<file path="src/rtl/axi_lite_reg_responder.sv">
// axi_lite_reg_responder: AXI4-Lite endpoint exposing a bank of byte-strobed control/status registers.
//   clk_i       clock, rising edge
//   rst_i       asynchronous active-high reset
//   slv_req_i   AXI-Lite request channels (aw, w, b_ready, ar, r_ready)
//   slv_resp_o  AXI-Lite response channels (readies, b, r)
//   reg_q_o     register contents, register i at slice i
//   reg_wr_o    one-cycle pulse after register i was written
package axi_lite_reg_responder_pkg;
  typedef struct packed {
    logic [31:0] addr;
    logic [2:0]  prot;
  } ax_chan_t;
  typedef struct packed {
    logic [31:0] data;
    logic [3:0]  strb;
  } w_chan_t;
  typedef struct packed {
    logic [1:0] resp;
  } b_chan_t;
  typedef struct packed {
    logic [31:0] data;
    logic [1:0]  resp;
  } r_chan_t;
  typedef struct packed {
    ax_chan_t aw;
    logic     aw_valid;
    w_chan_t  w;
    logic     w_valid;
    logic     b_ready;
    ax_chan_t ar;
    logic     ar_valid;
    logic     r_ready;
  } axi_lite_req_t;
  typedef struct packed {
    logic    aw_ready;
    logic    w_ready;
    b_chan_t b;
    logic    b_valid;
    logic    ar_ready;
    r_chan_t r;
    logic    r_valid;
  } axi_lite_resp_t;
endpackage

module axi_lite_reg_responder
  import axi_lite_reg_responder_pkg::*;
#(
  parameter int unsigned AddrWidth = 32,
  parameter int unsigned DataWidth = 32,
  parameter int unsigned NumRegs = 8,
  parameter logic [NumRegs-1:0] ReadOnlyMask = '0,
  parameter type axi_req_t = axi_lite_req_t,
  parameter type axi_resp_t = axi_lite_resp_t
) (
  input  logic                          clk_i,
  input  logic                          rst_i,
  input  axi_req_t                      slv_req_i,
  output axi_resp_t                     slv_resp_o,
  output logic [NumRegs*DataWidth-1:0]  reg_q_o,
  output logic [NumRegs-1:0]            reg_wr_o
);
  localparam int unsigned StrbW = DataWidth / 8;
  localparam int unsigned OffW = $clog2(StrbW);
  localparam int unsigned IdxW = $clog2(NumRegs);
  if (!(DataWidth == 32 || DataWidth == 64)) begin : g_bad_width
    $error("DataWidth must be 32 or 64");
  end
  typedef enum logic [1:0] {W_IDLE, W_WAIT, W_RESP} w_state_e;
  typedef enum logic {R_IDLE, R_RESP} r_state_e;
  function automatic logic in_range(input logic [AddrWidth-1:0] a);
    return (a >> (OffW + IdxW)) == '0;
  endfunction
  function automatic logic [IdxW-1:0] idx_of(input logic [AddrWidth-1:0] a);
    return a[OffW +: IdxW];
  endfunction
  w_state_e w_state_q, w_state_d;
  r_state_e r_state_q, r_state_d;
  logic have_aw_q, have_aw_d, have_w_q, have_w_d;
  logic [AddrWidth-1:0] aw_addr_q, aw_addr_d;
  logic [DataWidth-1:0] w_data_q, w_data_d;
  logic [StrbW-1:0] w_strb_q, w_strb_d;
  logic [1:0] b_resp_q, b_resp_d, r_resp_q, r_resp_d;
  logic [DataWidth-1:0] r_data_q, r_data_d;
  logic [NumRegs-1:0][DataWidth-1:0] regs_q, regs_d;
  logic [NumRegs-1:0] reg_wr_q, reg_wr_d;
  logic aw_ready, w_ready, ar_ready, aw_hs, w_hs, ar_hs, w_ok;
  logic [IdxW-1:0] w_idx;
  logic [AddrWidth-1:0] ar_addr;
  logic unused_ok;
  // A channel already captured while waiting for its partner is held off.
  assign aw_ready = (w_state_q != W_RESP) && !have_aw_q;
  assign w_ready = (w_state_q != W_RESP) && !have_w_q;
  assign ar_ready = r_state_q == R_IDLE;
  assign aw_hs = slv_req_i.aw_valid && aw_ready;
  assign w_hs = slv_req_i.w_valid && w_ready;
  assign ar_hs = slv_req_i.ar_valid && ar_ready;
  assign ar_addr = slv_req_i.ar.addr;
  // Merge freshly handshaken payload with anything captured earlier.
  assign aw_addr_d = aw_hs ? slv_req_i.aw.addr : aw_addr_q;
  assign w_data_d = w_hs ? slv_req_i.w.data : w_data_q;
  assign w_strb_d = w_hs ? slv_req_i.w.strb : w_strb_q;
  assign w_idx = idx_of(aw_addr_d);
  assign w_ok = in_range(aw_addr_d) && !ReadOnlyMask[w_idx];
  assign reg_q_o = regs_q;
  assign reg_wr_o = reg_wr_q;
  assign unused_ok = ^{slv_req_i, aw_addr_q};
  always_comb begin
    slv_resp_o = '0;
    slv_resp_o.aw_ready = aw_ready;
    slv_resp_o.w_ready = w_ready;
    slv_resp_o.b_valid = w_state_q == W_RESP;
    slv_resp_o.b.resp = b_resp_q;
    slv_resp_o.ar_ready = ar_ready;
    slv_resp_o.r_valid = r_state_q == R_RESP;
    slv_resp_o.r.data = r_data_q;
    slv_resp_o.r.resp = r_resp_q;
  end
  always_comb begin
    w_state_d = w_state_q;
    have_aw_d = have_aw_q || aw_hs;
    have_w_d = have_w_q || w_hs;
    b_resp_d = b_resp_q;
    regs_d = regs_q;
    reg_wr_d = '0;
    if (have_aw_d && have_w_d) begin
      have_aw_d = 1'b0;
      have_w_d = 1'b0;
      w_state_d = W_RESP;
      b_resp_d = w_ok ? 2'b00 : 2'b10;
      if (w_ok) begin
        reg_wr_d[w_idx] = 1'b1;
        for (int k = 0; k < StrbW; k++)
          if (w_strb_d[k]) regs_d[w_idx][8*k +: 8] = w_data_d[8*k +: 8];
      end
    end else if (have_aw_d || have_w_d) w_state_d = W_WAIT;
    else if (w_state_q == W_RESP && slv_req_i.b_ready) w_state_d = W_IDLE;
  end
  // Read data is sampled from the pre-edge register value, so a same-cycle write is not seen.
  always_comb begin
    r_state_d = r_state_q;
    r_data_d = r_data_q;
    r_resp_d = r_resp_q;
    if (ar_hs) begin
      r_state_d = R_RESP;
      r_data_d = in_range(ar_addr) ? regs_q[idx_of(ar_addr)] : '0;
      r_resp_d = in_range(ar_addr) ? 2'b00 : 2'b10;
    end else if (r_state_q == R_RESP && slv_req_i.r_ready) r_state_d = R_IDLE;
  end
  always_ff @(posedge clk_i or posedge rst_i) begin
    if (rst_i) begin
      w_state_q <= W_IDLE;
      r_state_q <= R_IDLE;
      have_aw_q <= 1'b0;
      have_w_q <= 1'b0;
      aw_addr_q <= '0;
      w_data_q <= '0;
      w_strb_q <= '0;
      b_resp_q <= '0;
      r_data_q <= '0;
      r_resp_q <= '0;
      regs_q <= '0;
      reg_wr_q <= '0;
    end else begin
      w_state_q <= w_state_d;
      r_state_q <= r_state_d;
      have_aw_q <= have_aw_d;
      have_w_q <= have_w_d;
      aw_addr_q <= aw_addr_d;
      w_data_q <= w_data_d;
      w_strb_q <= w_strb_d;
      b_resp_q <= b_resp_d;
      r_data_q <= r_data_d;
      r_resp_q <= r_resp_d;
      regs_q <= regs_d;
      reg_wr_q <= reg_wr_d;
    end
  end
endmodule

</file>
<file path="config.mk">
export PLATFORM = sky130hd
export DESIGN_NAME = axi_lite_reg_responder
export DESIGN_NICKNAME = d
export VERILOG_FILES = /design/src/rtl/axi_lite_reg_responder.sv
export SDC_FILE = /design/constraint.sdc
export NUM_CORES = 1
export LEC_CHECK = 0
export BUFFER_PORTS_ARGS = -buffer_cell sky130_fd_sc_hd__buf_2
export CAP_MARGIN = 20
export CORE_UTILIZATION = 54
export DETAILED_ROUTE_END_ITERATION = 10
export PLACE_DENSITY_LB_ADDON = 0.15
export SYNTH_ARGS = -nofsm -noshare
export SYNTH_HDL_FRONTEND = slang
export SYNTH_SLANG_ARGS = --single-unit
</file>
<file path="constraint.sdc">
create_clock -name clk_i -period 15.65 [get_ports clk_i]
set_input_delay 3.9125 -clock clk_i [delete_from_list [all_inputs] [get_ports clk_i]]
set_output_delay 3.9125 -clock clk_i [all_outputs]
set_load 0.1 [all_outputs]
</file>
==> results of run 1 <==
-- routing by layer --
metal | GRT usage, % | vias to the layer above | share of wire, %
met4 | 10.5 | 2 | 3.4
met2 | 45.3 | 374 | 49
met3 | 6.07 | 86 | 6.7
met5 | 0 | - | 0.023
met1 | 36.5 | 5702 | 41
li1 | - | 4874 | -
-- final cells by class --
class,count,area (um^2)
fill,2309,10300
sequential,369,9230
multi-input combinational,663,7160
timing repair buffer,416,2120
clock buffer,61,1180
tap,396,495
inverter,10,47.5
clock inverter,5,25.0
antenna,4,10.0
-- state kept, by name, indices dropped and copies added (netlist names) --
register,count
r_state_q,1
have_aw_q,1
reg_wr_o,8
reg_q_o,256
aw_addr_q,30
w_state_q,2
r_resp_q,1
have_w_q,1
w_data_q,32
r_data_q,32
w_strb_q,4
b_resp_q,1
-- critical path, stage by stage --
cell and delay (ns):
buf_2 0.15, nand2_2 0.05, buf_4 0.32, nand2b_1 0.23
ha_1 0.29, nor4b_1 0.29, nand3_1 0.19, o22ai_4 0.18
buf_4 0.61, and4_1 0.79, mux2_4 0.35
-- synth_stat cells, types with 10 or more instances --
cell type | count | area share (%)
dfrtp_1 | 369 | 55
mux2_2 | 246 | 16
nand2_1 | 129 | 2.9
mux4_2 | 64 | 8.6
mux2i_1 | 33 | 2.0
o21ai_0 | 33 | 0.98
mux2_4 | 32 | 2.9
nand4_4 | 25 | 3.2
clkbuf_1 | 22 | 0.49
nor4_1 | 15 | 0.56
buf_4 | 11 | 0.49
buf_2 | 10 | 0.30
mux2_1 | 10 | 0.67
-- layout by cell type, fill, tap and decap left out, drive strengths merged, types with 5 or more instances in the layout --
master,n
o21ai,35
inv,10
nor4b,8
nand4,31
nand2b,6
dfrtp,369
clkinv,5
nand4b,6
mux4,64
nand2,130
clkbuf,61
mux2i,34
o31ai,5
nor4,19
buf,416
mux2,288
-- worst max-delay path by stage --
stage,to,slack (ns)
finish,reg_q_o[139]$_DFFE_PP0P_,8.61
CTS,reg_q_o[137]$_DFFE_PP0P_,8.61
global route,reg_q_o[141]$_DFFE_PP0P_,8.40
floorplan,aw_addr_q[10]$_DFF_PP0_,1.49
global placement,reg_q_o[138]$_DFFE_PP0P_,8.14
detailed placement,reg_q_o[137]$_DFFE_PP0P_,8.07
-- through the flow --
stage / utilization [%] / hold slack, ns / power, mW
after floorplan: - / 0.446 / 1.47
after global placement: 62.3 / 0.457 / 1.58
after detailed placement: 62.3 / 0.463 / 1.59
after CTS: 66.3 / 0.478 / 2.47
after global routing: 66.3 / 0.493 / 2.56
final: 66.3 / 0.475 / 2.45
-- logic make-up after synthesis --
| logic type | synth area share, % |
|---|---|
| simple gates | 9.02 |
| mux | 30.7 |
| fa+ha+maj | 0.298 |
| buf+inv | 2.46 |
| flops | 55.0 |
| compound gates | 2.50 |
| other cells | 0.0223 |
-- power by group through the flow --
stage          Sequential [mW]  Clock (mW)  Combinational (mW)
6_report                  1.08       0.877               0.490
5_1_grt                   1.09       0.932               0.536
4_1_cts                   1.08       0.893               0.496
3_5_place_dp              1.10           0               0.494
3_3_place_gp              1.10           0               0.485
2_1_floorplan             1.09           0               0.385
==> reports/results.txt, run 1 <==
Switch share: 31.0%
Most instantiated flip-flop cell in the synthesis netlist: dfrtp_1
Measured slew at the worst slew-check pin: 1.05 ns
TritonCTS clock tree: yes
Final wirelength: 44200 um
Worst slew margin relative to its limit: 30.0%
Post-placement worst setup slack: 8.07 ns
Maximum number of buffers from clock root to sink: 3
H-tree depth: 2
# hold bufs at CTS: 0
Combined area of all synthesized cells: 0.0168 mm^2
Number of clock sinks seen by CTS: 369
Register area share after synthesis: 55.0%
Number of ports placed on the die boundary: 418
Full die area: 0.0318 mm^2
Type of the worst min-delay path: flop to flop
Root Buffer Master: clkbuf_16
Net switching power: 759 uW
Share of the cycle needed by the critical path after routing: 45.0%
Min cycle time layout: 7.04 ns
Number of standard cells in the layout, taps in and fillers out: 1924
Number of instances on the worst hold path: 2
Leakage power total: 10.9 nW
Sum of negative setup slack: 0 ns
Worst Setup Slack, final: 8.61 ns
Fraction of power consumed by the clock network: 35.8%
Vertical die dimension: 178 um
Number of port buffers: 405
Max-Cap Viols: 0
Hold violation count in the final report: 0
Tot GR Track Use: 27.8%
Pin count of the biggest net entering global routing: 175
Critical path data arrival time: 7.43 ns
Reg-to-Reg End: reg_q_o[139]$_DFFE_PP0P_
Fraction of registers with async set/reset: 100%
Number of antenna violations at the first check in global routing: 5
Flip-flop and latch count after synthesis: 369
Worst clock skew: 0.0109 ns
Kind of end point of the critical path: flop
Synthesis warning total: 0
Vias in the first global route: 11000
Synthesis-to-finish area growth: 20.8%
Clock transition at the register clock pins on the worst setup and hold paths after CTS: 0.06 ns
Avg Inst Size Synth: 15.3 um^2
Setup slack of the worst register-to-register path: 11.00 ns
Hold path start: r_data_q[16]$_DFFE_PP0P_
Start point of the critical path: slv_req_i[38]
Endpoint required time on the critical path: 16.04 ns
Global route total overflow: 0
Inserted Clock Buffers: 38
Critical R2R Launch: w_state_q[1]$_DFFE_PP0P_
Weighted congestion reported at the end of routability-driven placement: 0.790
Number of flops mapped to enable cells by yosys: 0
Final-report max-slew violation count: 0
Worst min-delay path endpoint: r_data_q[16]$_DFFE_PP0P_
Die span in x: 178 um
Vias per cell: 5.74
Net count, final: 1615
Starting Density: 54.9%
Launching element type of the critical path: primary input
Final routed wire length divided by cell count: 23.0 um
Post-route standard cell area excluding fillers: 0.0203 mm^2
Sequential power share: 44.2%
Critical path type: primary input to flop
DRT iter0 DRCs: 493
Post-Place Cells: 1854
Status: complete, no violations
Number of standard cells after synthesis: 1096
Power density over the cells: 121 mW/mm^2
Achievable clock frequency: 0.142 GHz
Layout cells sized above 1: 57.0%
Via count: 11000
Rows: 64
Peak ir drop on the vdd network: 150 uV
Unrepaired setup endpoints after global routing: no
Wire length of the first global-routing pass: 65600 um
Power Internal: 1.69 mW
Floorplan Core Area: 0.0306 mm^2
Placed Area: 0.0191 mm^2
Setup-violating endpoint count in the final report: 0
Cell depth of the worst flop-to-flop path: 13
Count of antenna-violating nets left after detailed routing: 0
Proportion of power drawn by combinational gates: 20.0%
First-pass detailed-route iteration total: 5
Detailed Place HPWL: 29400 um
Number of setup buffers added after CTS: 0
CP max FO: 33
Resize count post-CTS: 0
Worst skew pair latency: 0.52 ns
Cell variety after synth: 50
Number of remaining DRC errors: 0
Power figures use the tool's default switching activity.
==> run 2: changes to the inputs <==
Settings changed: ABC_AREA set to 1, CORE_UTILIZATION 54 to 55.
Clock period 15.65 ns to 6.68 ns, I/O delays scaled along.
==> reports/results.txt, run 2 <==
Maximum number of buffers from clock root to sink: 3 (unchanged)
Clock transition at the register clock pins on the worst setup and hold paths after CTS: 0.06 ns (about the same)
Endpoint required time on the critical path: 7.09 ns (was 16.04 ns)
Placed Area: 0.0200 mm^2 (was 0.0191 mm^2)
H-tree depth: 2 (unchanged)
Share of synthesized area spent on multiplexers: 1.06% (was 30.7%)
Final-report max-slew violation count: 0 (unchanged)
Vias in the first global route: 17100 (was 11000)
Critical Path Most Common Cell: nand2_1 (was buf_4)
Vertical die dimension: 183 um (was 178 um)
Power density over the cells: 316 mW/mm^2 (was 121 mW/mm^2)
Number of remaining DRC errors: 0 (unchanged)
Status: complete, no violations (unchanged)
Crit-path max cell delay: 0.71 ns (was 0.79 ns)
Tot GR Track Use: 37.4% (was 27.8%)
# hold bufs at CTS: 0 (unchanged)
Critical path type: primary input to flop (unchanged)
Floorplan Core Area: 0.0319 mm^2 (was 0.0306 mm^2)
Post-Place Cells: 2903 (was 1854)
Type of the worst min-delay path: flop to flop (unchanged)
Number of standard cells after synthesis: 2200 (was 1096)
Number of ports placed on the die boundary: 418 (unchanged)
Full die area: 0.0335 mm^2 (was 0.0318 mm^2)
Met2 GRT Util: 58.0% (was 45.3%)
Combined area of all synthesized cells: 0.0180 mm^2 (was 0.0168 mm^2)
Fraction of post-synthesis cell area in the top cell type by area: 51.3% (was 55.0%)
Number of port buffers: 405 (unchanged)
Final-layout worst hold slack: 0.481 ns (was 0.475 ns)
Share of the cycle needed by the critical path after routing: 75.1%
Max-Cap Viols: 0 (unchanged)
Met3 Track Usage GR: 9.13% (was 6.07%)
Cells along the critical path: buf_2 > nand3_2 > inv_2 > nor2_1 > inv_1 > ha_1 > nand2_1 > nor2_1 > nand2_1 > nor2_4 > nand4_1 > nand2_1 > nand2_1 (was buf_2 > nand2_2 > buf_4 > nand2b_1 > ha_1 > nor4b_1 > nand3_1 > o22ai_4 > buf_4 > and4_1 > mux2_4)
Global route total overflow: 0 (unchanged)
Count of antenna-violating nets left after detailed routing: 0 (unchanged)
Worst clock skew: 0.0125 ns (was 0.0109 ns)
Resize count post-CTS: 0 (unchanged)
Post-route standard cell area excluding fillers: 0.0214 mm^2 (was 0.0203 mm^2)
Kind of end point of the critical path: flop (unchanged)
Share of synthesized cell area in and, or, nand and nor gates: 33.5% (was 9.02%)
Hold path start: aw_addr_q[8]$_DFF_PP0_ (was r_data_q[16]$_DFFE_PP0P_)
Achievable clock frequency: 0.199 GHz
Synthesis warning total: 0 (unchanged)
Setup-violating endpoint count in the final report: 0 (unchanged)
Combinational family with the most area after synthesis: simple AND/OR/NAND/NOR gates (was multiplexers)
Number of clock sinks seen by CTS: 369 (unchanged)
Final core utilization: 67.1% (was 66.3%)
Sum of negative setup slack: 0 ns (unchanged)
TritonCTS clock tree: yes (unchanged)
Pin count of the biggest net entering global routing: 170 (was 175)
Via count: 18000 (was 11000)
Measured slew at the worst slew-check pin: 1.03 ns (was 1.05 ns)
Synthesis-to-finish area growth: 18.8% (was 20.8%)
Worst skew pair latency: 0.52 ns (about the same)
Worst slew margin relative to its limit: 30.9% (was 30.0%)
Most frequent cells in the layout: 794 x nand2_1, 404 x buf_2, 369 x dfrtp_1 (was 404 x buf_2, 369 x dfrtp_1, 246 x mux2_2)
Detailed Place HPWL: 39400 um (was 29400 um)
Rows: 65 (was 64)
Number of flops mapped to enable cells by yosys: 0 (unchanged)
Critical path data arrival time: 5.42 ns (was 7.43 ns)
CP max FO: 33 (unchanged)
Launching element type of the critical path: primary input (unchanged)
Worst Setup Slack, final: 1.66 ns (was 8.61 ns)
Post-placement worst setup slack: 1.34 ns (was 8.07 ns)
Flip-flop and latch count after synthesis: 369 (unchanged)
Hold violation count in the final report: 0 (unchanged)
Leakage power total: 12.2 nW (was 10.9 nW)
Net count, final: 2628 (was 1615)
GR met1 Demand/Resource: 49.1% (was 36.5%)
Cell taking the most area after synthesis: dfrtp_1 (unchanged)
DRT iter0 DRCs: 2078 (was 493)
Wire length of the first global-routing pass: 96800 um (was 65600 um)
Avg Inst Size Synth: 8.19 um^2 (was 15.3 um^2)
Cell types occupying the most area after synthesis: dfrtp_1 51%, nand2_1 17%, nand4_1 10%, o21ai_0 4.5%, nor2_1 3.7% (was dfrtp_1 55%, mux2_2 16%, mux4_2 8.6%, nand4_4 3.2%, nand2_1 2.9%)
Final wirelength: 62700 um (was 44200 um)
Most instantiated flip-flop cell in the synthesis netlist: dfrtp_1 (unchanged)
Area fraction in compound gates after synthesis: 7.48% (was 2.50%)
Number of setup buffers added after CTS: 0 (unchanged)
Max FFs per register: 256 (unchanged)
Root Buffer Master: clkbuf_16 (unchanged)
Weighted congestion reported at the end of routability-driven placement: 0.869 (was 0.790)
Number of antenna violations at the first check in global routing: 1 (was 5)
Most frequent cell after synthesis: nand2_1 (was dfrtp_1)
First-pass detailed-route iteration total: 5 (unchanged)
Cell family with most CP delay: simple AND/OR/NAND/NOR gates (unchanged)
Die span in x: 183 um (was 178 um)
Vias per cell: 6.07 (was 5.74)
Min cycle time layout: 5.02 ns
Unrepaired setup endpoints after global routing: no (unchanged)
Critical R2R Launch: have_aw_q$_DFF_PP0_ (was w_state_q[1]$_DFFE_PP0P_)
Top cell types by occurrence after synthesis: 796 x nand2_1, 369 x dfrtp_1, 301 x nand4_1 (was 369 x dfrtp_1, 246 x mux2_2, 129 x nand2_1)
Sum of internal, switching and leakage power: 6.76 mW (was 2.45 mW)
Register area share after synthesis: 51.3% (was 55.0%)
Final routed wire length divided by cell count: 21.1 um (was 23.0 um)
Busiest layer in global routing: met2 (unchanged)
Most common cell after layout, fill and taps aside: nand2_1 (was buf_2)
Adder-cell area share of the yosys netlist: 0.278% (was 0.298%)
Cell variety after synth: 36 (was 50)
Parity-gate share of the synthesized area counting xor and xnor cells: 0% (unchanged)
Peak ir drop on the vdd network: 275 uV (was 150 uV)
Fraction of registers with async set/reset: 100% (unchanged)
Inserted Clock Buffers: 40 (was 38)
Worst path buffer plus inverter count: 3 (unchanged)
Layout cells sized above 1: 21.4% (was 57.0%)
Number of standard cells in the layout, taps in and fillers out: 2974 (was 1924)
Start point of the critical path: slv_req_i[75] (was slv_req_i[38])
Slowest CP cell: nand4_1 (was and4_1)
Starting Density: 56.5% (was 54.9%)
==> run 2: area by class of cell <==
type,count,area (um^2)
clock inverter,10,158
tap,435,544
timing repair buffer,435,2320
antenna,1,2.50
clock buffer,59,1170
fill,2706,10500
multi-input combinational,1580,7640
inverter,85,325
sequential,369,9230
==> run 2: path summary, 6_finish.rpt <==
path,endpoint,slack [ns],depth (start not counted)
max in group asynchronous,reg_q_o[149]$_DFFE_PP0P_,3.97,4
setup / recovery,reg_q_o[49]$_DFFE_PP0P_,1.66,13
hold / removal,aw_addr_q[8]$_DFF_PP0_,0.48,2
min in group asynchronous,w_data_q[4]$_DFF_PP0_,1.40,3
setup reg to reg,reg_q_o[49]$_DFFE_PP0P_,2.37,13
hold reg to reg,aw_addr_q[8]$_DFF_PP0_,0.48,2
==> run 2: metal layers <==
| layer | share of wire (%) | vias to the layer above |
|---|---|---|
| met2 | 45 | 1121 |
| li1 | - | 8110 |
| met3 | 12 | 200 |
| met4 | 5.1 | 0 |
| met5 | 0 | - |
| met1 | 38 | 8618 |
==> run 2: tightest hold or removal path: stages, from the launching register on <==
cell,delay (ns)
dfrtp_1,0.34
nand2_1,0.05
nand2_1,0.05
==> run 2: power breakdown <==
group          switching (mW)  internal [mW]  leakage [nW]
Combinational            1.63          0.340          6.53
Clock                   0.904           1.37         0.655
Sequential             0.0717           2.44          5.01
==> run 2: logic make-up (layout without fill, tap and decap cells) <==
kind of cell             after synthesis  after routing
AO/OA/AOI/OAI                        237            237
buffers and inverters                252            589
multiplexers                          19             19
flip-flops                           369            369
AND/OR/NAND/NOR                     1318           1318
adder cells (fa/ha/maj)                4              4
other                                  1              3
==> run 3: changes to the inputs <==
Clock period 6.68 ns to 4.8 ns, I/O delays scaled along.
==> reports/results.txt, run 3 (synthesized netlist as in run 2, its figures left out) <==
Clock transition at the register clock pins on the worst setup and hold paths after CTS: 0.06 ns (about the same)
# hold bufs at CTS: 0 (unchanged)
DRT iter0 DRCs: 2075 (was 2078)
Cell depth of the worst flop-to-flop path: 13 (unchanged)
Inserted Clock Buffers: 40 (unchanged)
Die span in x: 183 um (unchanged)
H-tree depth: 2 (unchanged)
Critical R2R Launch: have_aw_q$_DFF_PP0_ (unchanged)
Most common cell after layout, fill and taps aside: nand2_1 (unchanged)
Number of fillers in the final layout: 2667 (was 2706)
Number of instances on the worst hold path: 2 (unchanged)
Endpoint required time on the critical path: 5.21 ns (was 7.09 ns)
Resize count post-CTS: 0 (unchanged)
Number of clock sinks seen by CTS: 369 (unchanged)
Full die area: 0.0335 mm^2 (unchanged)
Peak ir drop on the vdd network: 384 uV (was 275 uV)
Setup-violating endpoint count in the final report: 0 (unchanged)
Max FFs per register: 256 (unchanged)
Weighted congestion reported at the end of routability-driven placement: 0.857 (was 0.869)
Final-layout worst hold slack: 0.480 ns (was 0.481 ns)
Worst skew pair latency: 0.53 ns (was 0.52 ns)
First-pass detailed-route iteration total: 6 (was 5)
Setup slack of the worst register-to-register path: 1.29 ns (was 2.37 ns)
Share of the cycle needed by the critical path after routing: 73.2%
Number of port buffers: 405 (unchanged)
Kind of end point of the critical path: flop (unchanged)
Worst min-delay path endpoint: r_data_q[0]$_DFFE_PP0P_ (was aw_addr_q[8]$_DFF_PP0_)
Launching element type of the critical path: flop (was primary input)
Critical path type: flop to flop (was primary input to flop)
Synthesis-to-finish area growth: 19.6% (was 18.8%)
Count of antenna-violating nets left after detailed routing: 0 (unchanged)
Number of antenna violations at the first check in global routing: 2 (was 1)
Number of ports placed on the die boundary: 418 (unchanged)
Worst clock skew: 0.0113 ns (was 0.0125 ns)
Final routed wire length divided by cell count: 21.1 um (about the same)
Final wirelength: 63200 um (was 62700 um)
Max-Cap Viols: 0 (unchanged)
Status: complete, no violations (unchanged)
TritonCTS clock tree: yes (unchanged)
Number of setup buffers added after CTS: 0 (unchanged)
Rows: 65 (unchanged)
Critical path data arrival time: 3.92 ns (was 5.42 ns)
Min cycle time layout: 3.51 ns
Hold violation count in the final report: 0 (unchanged)
Unrepaired setup endpoints after global routing: no (unchanged)
CP max FO: 33 (unchanged)
Number of remaining DRC errors: 0 (unchanged)
Via count: 18300 (was 18000)
Tot GR Track Use: 37.6% (was 37.4%)
Power density over the cells: 436 mW/mm^2 (was 316 mW/mm^2)
Maximum number of buffers from clock root to sink: 3 (unchanged)
Pin count of the biggest net entering global routing: 147 (was 170)
Type of the worst min-delay path: flop to flop (unchanged)
Final-report max-slew violation count: 0 (unchanged)
Layout cells sized above 1: 22.0% (was 21.4%)
Detailed Place HPWL: 40500 um (was 39400 um)
Global route total overflow: 0 (unchanged)
Achievable clock frequency: 0.285 GHz
Final core utilization: 67.5% (was 67.1%)
Worst slew margin relative to its limit: 31.1% (was 30.9%)
Floorplan Core Area: 0.0319 mm^2 (unchanged)
Net count, final: 2642 (was 2628)
Measured slew at the worst slew-check pin: 1.03 ns (about the same)
Hold path start: r_data_q[0]$_DFFE_PP0P_ (was aw_addr_q[8]$_DFF_PP0_)
Reg-to-Reg End: reg_q_o[50]$_DFFE_PP0P_ (was reg_q_o[49]$_DFFE_PP0P_)
Vias in the first global route: 17100 (about the same)
Root Buffer Master: clkbuf_16 (unchanged)
Starting Density: 56.5% (unchanged)
Leakage power total: 12.3 nW (was 12.2 nW)
Most frequent cells in the layout: 794 x nand2_1, 404 x buf_2, 369 x dfrtp_1 (unchanged)
Vias per cell: 6.11 (was 6.07)
Vertical die dimension: 183 um (unchanged)
Wire length of the first global-routing pass: 97300 um (was 96800 um)
-- run 3: cell count changes in the layout (fill, tap and decap cells not counted) --
cell	delta
buf_4	+11
clkinv_2	+7
clkbuf_1	-5
buf_12	+2
buf_16	+1
bufinv_16	-1
clkbuf_8	+1
clkinv_4	-1
diode_2	+1
inv_6	-1
-- run 3: worst max-delay path by stage --
stage / from / to / slack, ns / depth (start not counted)
after floorplan: rst_i / aw_addr_q[10]$_DFF_PP0_ / -1.35 / 1
after global placement: slv_req_i[75] / reg_q_o[49]$_DFFE_PP0P_ / 1.07 / 12
after detailed placement: slv_req_i[75] / reg_q_o[50]$_DFFE_PP0P_ / 1.05 / 12
after CTS: have_aw_q$_DFF_PP0_ / reg_q_o[54]$_DFFE_PP0P_ / 1.44 / 13
after global routing: have_aw_q$_DFF_PP0_ / reg_q_o[54]$_DFFE_PP0P_ / 1.11 / 13
final: have_aw_q$_DFF_PP0_ / reg_q_o[50]$_DFFE_PP0P_ / 1.29 / 13
-- run 3: report_power, final --
part,switching [mW],total [mW],leakage (nW),internal (mW)
Sequential,0.0997,3.49,5.01,3.39
Clock,1.26,3.12,0.661,1.86
Combinational,2.29,2.78,6.62,0.494
Total,3.65,9.39,12.3,5.74
-- run 3: per-layer routing --
metal / vias up / global-route usage (%) / part of all wire, %
li1: 8122 / - / -
met1: 8757 / 50.3 / 38
met2: 1188 / 57.8 / 46
met3: 206 / 7.47 / 11
met4: 0 / 20.5 / 5.4
met5: - / 0 / 0
-- run 3: layout make-up --
cell class / instances / area [um^2] / area share [%]
clock buffers: 55 / 1170 / 5.43
well taps: 435 / 544 / 2.53
multi-input cells: 1580 / 7640 / 35.5
diodes: 2 / 5.00 / 0.0232
flip-flops and latches: 369 / 9230 / 42.9
inverters: 85 / 325 / 1.51
repair buffers: 449 / 2470 / 11.5
clock inverters: 14 / 145 / 0.674
-- run 3: per-stage QoR --
| step | setup WS, ns | instance area (um^2) | setup TNS [ns] | power [mW] | std cells |
|---|---|---|---|---|---|
| 4_1_cts | 1.44 | 21500 | 0 | 9.31 | 2985 |
| 3_5_place_dp | 1.05 | 20200 | 0 | 6.22 | 2916 |
| 3_3_place_gp | 1.07 | 20200 | 0 | 6.16 | 2916 |
| 5_1_grt | 1.11 | 21500 | 0 | 9.77 | 2989 |
| 2_1_floorplan | -1.35 | 18000 | -498.95 | 5.48 | 2201 |
| 6_report | 1.29 | 21500 | 0 | 9.39 | 2989 |
-- run 3: worst max-delay path: stages, from the launching register on --
cell and delay [ns]:
dfrtp_1 0.42, inv_2 0.45, nand3_2 0.22, inv_2 0.14, nor2_1 0.08, inv_1 0.09, ha_1 0.21, nand2_1 0.07
nor2_1 0.10, nand2_1 0.09, nor2_4 0.54, nand4_1 0.66, nand2_1 0.21, nand2_1 0.06
